==> src/rtl/count_sampler.sv <==
// count_sampler: debounced sampler of an asynchronous 3-bit ripple counter with valid/ready output.
// Define COUNT_SAMPLER_WRAP_EN to enable epoch counting and wrap_pulse.
module count_sampler #(
  parameter int STABLE_CYCLES = 2,
  parameter int EPOCH_W = 8
) (
  input  logic               clk,
  input  logic               rst,
  input  logic [2:0]         cnt_in,
  output logic               out_valid,
  input  logic               out_ready,
  output logic [EPOCH_W+2:0] out_count,
  output logic               wrap_pulse,
  output logic               overrun,
  input  logic               clr_overrun
);
  logic [2:0] sync1_q, sync2_q, cand_q, acc_q;
  logic [3:0] stab_q;
  logic [EPOCH_W-1:0] epoch_q, epoch_d;
  logic [EPOCH_W+2:0] out_count_q;
  logic out_valid_q, wrap_q, overrun_q, accept, wrap;
  assign accept = stab_q == 4'(STABLE_CYCLES) && cand_q != acc_q;
`ifdef COUNT_SAMPLER_WRAP_EN
  assign wrap = accept && cand_q < acc_q;
`else
  assign wrap = 1'b0;
`endif
  // without wrap tracking the epoch never leaves its reset value of 0
  assign epoch_d = epoch_q + EPOCH_W'(wrap);
  always_ff @(posedge clk) begin
    if (rst) begin
      sync1_q     <= '0;
      sync2_q     <= '0;
      cand_q      <= '0;
      acc_q       <= '0;
      stab_q      <= '0;
      epoch_q     <= '0;
      out_count_q <= '0;
      out_valid_q <= 1'b0;
      wrap_q      <= 1'b0;
      overrun_q   <= 1'b0;
    end else begin
      sync1_q <= cnt_in;
      sync2_q <= sync1_q;
      if (sync2_q == cand_q) begin
        stab_q <= stab_q == 4'(STABLE_CYCLES) ? stab_q : stab_q + 4'd1;
      end else begin
        cand_q <= sync2_q;
        stab_q <= 4'd1;
      end
      if (accept) begin
        acc_q       <= cand_q;
        out_count_q <= {epoch_d, cand_q};
      end
      epoch_q     <= epoch_d;
      wrap_q      <= wrap;
      out_valid_q <= accept || (out_valid_q && !out_ready);
      // a set on the same edge as a clear wins
      overrun_q   <= (accept && out_valid_q && !out_ready) || (overrun_q && !clr_overrun);
    end
  end
  assign out_valid  = out_valid_q;
  assign out_count  = out_count_q;
  assign wrap_pulse = wrap_q;
  assign overrun    = overrun_q;
endmodule

==> config.mk <==
export PLATFORM = sky130hd
export DESIGN_NAME = count_sampler
export DESIGN_NICKNAME = d
export VERILOG_FILES = /design/src/rtl/count_sampler.sv
export SDC_FILE = /design/constraint.sdc
export NUM_CORES = 1
export LEC_CHECK = 0
export BUFFER_PORTS_ARGS = -buffer_cell sky130_fd_sc_hd__buf_2
export CAP_MARGIN = 20
export CORE_MARGIN = 2
export CORE_UTILIZATION = 44
export CTS_BUF_LIST = sky130_fd_sc_hd__clkbuf_8
export CTS_CLUSTER_SIZE = 8
export DETAILED_ROUTE_END_ITERATION = 12
export PLACE_DENSITY = 0.75
export SLEW_MARGIN = 40
export SYNTH_ARGS = -nofsm -noshare
export SYNTH_HDL_FRONTEND = slang
export SYNTH_SLANG_ARGS = --single-unit
export TNS_END_PERCENT = 20
==> constraint.sdc <==
create_clock -name clk -period 1.4 [get_ports clk]
set_input_delay 0.07 -clock clk [delete_from_list [all_inputs] [get_ports clk]]
set_output_delay 0.07 -clock clk [all_outputs]
set_load 0.02 [all_outputs]
==> flow_summary.json <==
{
  "run_status": "finished clean",
  "numClockSinks": 18,
  "detailedPlacementHpwl_um": 798.2,
  "global_route.overflow_total": 0,
  "yosys.area.top_type_share": 0.4848,
  "route.detailed.wl_per_inst_um": 10.25,
  "postSynthCellCount": 74,
  "port-buffer-count": 11,
  "fp.coreArea_um2": 1541,
  "numCtsBuffers": 3,
  "power_leakage_nw": 0.4362,
  "std_cell_rows": 14,
  "synth_top_flop_cell": "dfxtp_1",
  "cts-resized-gates": 1,
  "boundaryPins": 21,
  "critPathLaunchType": "flip-flop",
  "nFillCells": 158,
  "cts_tree": "built",
  "via_count": 481,
  "clkLatencyLatePin_ns": 0.24,
  "logic_gate_share_of_total_power": 0.128,
  "power.net_switching_w": 0.0002347,
  "die_area_um2": 2034,
  "dr.pass1.iters": 3,
  "worst_case_clock_buffer_depth": 2,
  "timing.final.setup_violations": 0,
  "clock_tree.htree_level_count": 1,
  "max_cap_viol": 0,
  "path_class": "flip-flop to flip-flop",
  "syn_to_final_growth_pct": 12.79,
  "worst-path-max-fanout": 9,
  "power.sequential.fraction": 0.536,
  "detailed_route_drc_error_count": 0,
  "postRouteWirelength_um": 1066,
  "synth_seq_area_share": 0.4848,
  "die_w_um": 45.10,
  "place.detailed.instances": 101,
  "post-route-period-util": 0.9372,
  "grt_max_degree": 17,
  "pre_cts_ws_ns": -0.03954,
  "vias_per_cell": 4.625,
  "finalWorstSetupSlack_ns": 0.08796,
  "share_clk_of_total_power": 0.336,
  "yosys-top-cells-count": "dfxtp_1 (18), buf_4 (9), nor2b_1 (9)",
  "timing.critical_path.slowest_stage_cell": "or3b_4",
  "place_congestion": 0.7102,
  "path_cells": "inv_1 -> ha_1 -> or3b_4 -> xnor2_1 -> a21oi_1",
  "start_util": 0.4821,
  "grt_pass1_wl_um": 1938,
  "synth_area_per_cell_um2": 10.04,
  "nets": 99,
  "antenna_found_initial": 0,
  "synth_area_um2": 743.2,
  "clk_skew_ns": 0.001487,
  "p_int_w": 0.0007804,
  "critical_path.max_stage_delay_ns": 0.45,
  "p_per_area_nw_per_um2": 1211,
  "postCtsSetupBuffers": 0,
  "diodes": 0,
  "number_of_antenna_violating_nets_in_the_routed_design": 0,
  "worst_vdd_ir_mv": 0.8091,
  "yosys-top-cells-area": "dfxtp_1 (48%), xor2_1 (9.4%), buf_4 (9.1%)",
  "number_of_hold_buffers_added_after_cts": 0,
  "fmax_ghz": 0.7622,
  "yosys.area.top_type": "dfxtp_1",
  "async_reset_ff_frac": 0,
  "worstPathRequired_ns": 1.53,
  "netlist-cell-type-count": 20,
  "switching_share": 0.2312,
  "worst_setup_hold_path_clk_slew_ns": 0.06,
  "setup_repair_after_global_routing_missed_its_margin": "no",
  "timing.critical_path.to_type": "flip-flop",
  "finalCoreUtilization": 0.5438,
  "ys_warns": 0,
  "critPathBufInv": 1,
  "timing_max_transition_violations_final": 0,
  "hold_class": "input port to flip-flop",
  "gr-usage-all-layers": 0.1381,
  "layout.cells.non_filler": 104,
  "synth_enable_flop_cells": 0,
  "final.min_clock_period_ns": 1.312,
  "drt-initial-drc-count": 5,
  "yosys.cell_count.top_type": "dfxtp_1",
  "die_h_um": 45.10,
  "cts.root.buffer_cell": "clkbuf_8",
  "total_power_w": 0.001015,
  "arrival_ns": 1.45,
  "drive_gt1_frac": 0.2273,
  "first_global_vias": 487,
  "yosys_register_bits": 18,
  "critPathTopFamily": "simple AND/OR/NAND/NOR gates",
  "post_route_worst_hold_slack_ns": 0.03110,
  "timing_hold_violations_final": 0
}
[worst register-to-register path: cells and delay by family (launching register included)]
family | cells | cell delay [ns]
simple gates | 1 | 0.45
flops | 1 | 0.31
xor+xnor | 1 | 0.17
fa+ha+maj | 1 | 0.14
compound gates | 1 | 0.08
buf+inv | 1 | 0.06
[cells in the final DEF (no fill, tap or decap), types with 3 or more instances in the layout]
cell,instances
dfxtp_1,18
buf_2,11
nor2b_1,9
conb_1,9
xor2_1,8
nor2_1,8
nand2_1,3
mux2i_1,3
clkbuf_8,3
buf_4,3
[path summary, 6_finish.rpt]
check | from | end | slack (ns) | depth (start not counted)
max | stab_q[0] | stab_q[0] | 0.09 | 5
min | cnt_in[2] | sync1_q[2] | 0.03 | 2
max reg2reg | stab_q[0] | stab_q[0] | 0.09 | 5
min reg2reg | sync1_q[1] | sync2_q[1] | 0.44 | 1
[power groups by stage]
| stage | sequential [W] | clock, W | combinational, W |
|---|---|---|---|
| 6_report | 0.000544 | 0.000341 | 0.000130 |
| 4_1_cts | 0.000544 | 0.000355 | 0.000132 |
| 2_1_floorplan | 0.000559 | 0 | 0.000107 |
| 3_5_place_dp | 0.000556 | 0 | 0.000129 |
| 5_1_grt | 0.000546 | 0.000378 | 0.000145 |
| 3_3_place_gp | 0.000555 | 0 | 0.000123 |
[registers in the layout, indices dropped and copies added (netlist names)]
signal	count
cand_q	3
sync2_q	3
sync1_q	3
out_count	3
overrun	1
out_valid	1
stab_q	4
[per-stage QoR]
| stage | instance area, um2 | TNS [ns] |
|---|---|---|
| after global routing | 838.3 | 0 |
| final | 838.3 | 0 |
| after CTS | 838.3 | 0 |
| after floorplan | 773.2 | 0 |
| after global placement | 794.5 | 0 |
| after detailed placement | 794.5 | -0.06525 |
[cell families (layout without fill, tap and decap cells)]
kind of cell | after synthesis | count (layout) | synth area share
flops | 18 | 18 | 0.4849
compound gates | 4 | 4 | 0.04376
fa+ha+maj | 2 | 2 | 0.03366
simple gates | 25 | 25 | 0.1784
xor+xnor | 9 | 9 | 0.1061
buf+inv | 12 | 18 | 0.1077
other cells | 1 | 9 | 0.005046
mux | 3 | 3 | 0.04041
[cell type report]
type                       count  area (um2)  share of cell area
tap                           16       20.02             0.02388
sequential                    18       360.3              0.4299
multi-input combinational     52       335.3              0.4000
clock buffer                   3       41.29             0.04925
timing repair buffer          14       77.57             0.09254
inverter                       1       3.754            0.004478
[routing by layer]
layer | global-route usage | vias up | part of all wire
met3 | 0.04800 | 2 | 0.062
met1 | 0.1436 | 214 | 0.43
li1 | - | 247 | -
met2 | 0.2343 | 18 | 0.50
met5 | 0 | - | 0
met4 | 0.08824 | 0 | 0.0094
(Power assumes the default switching activity.)
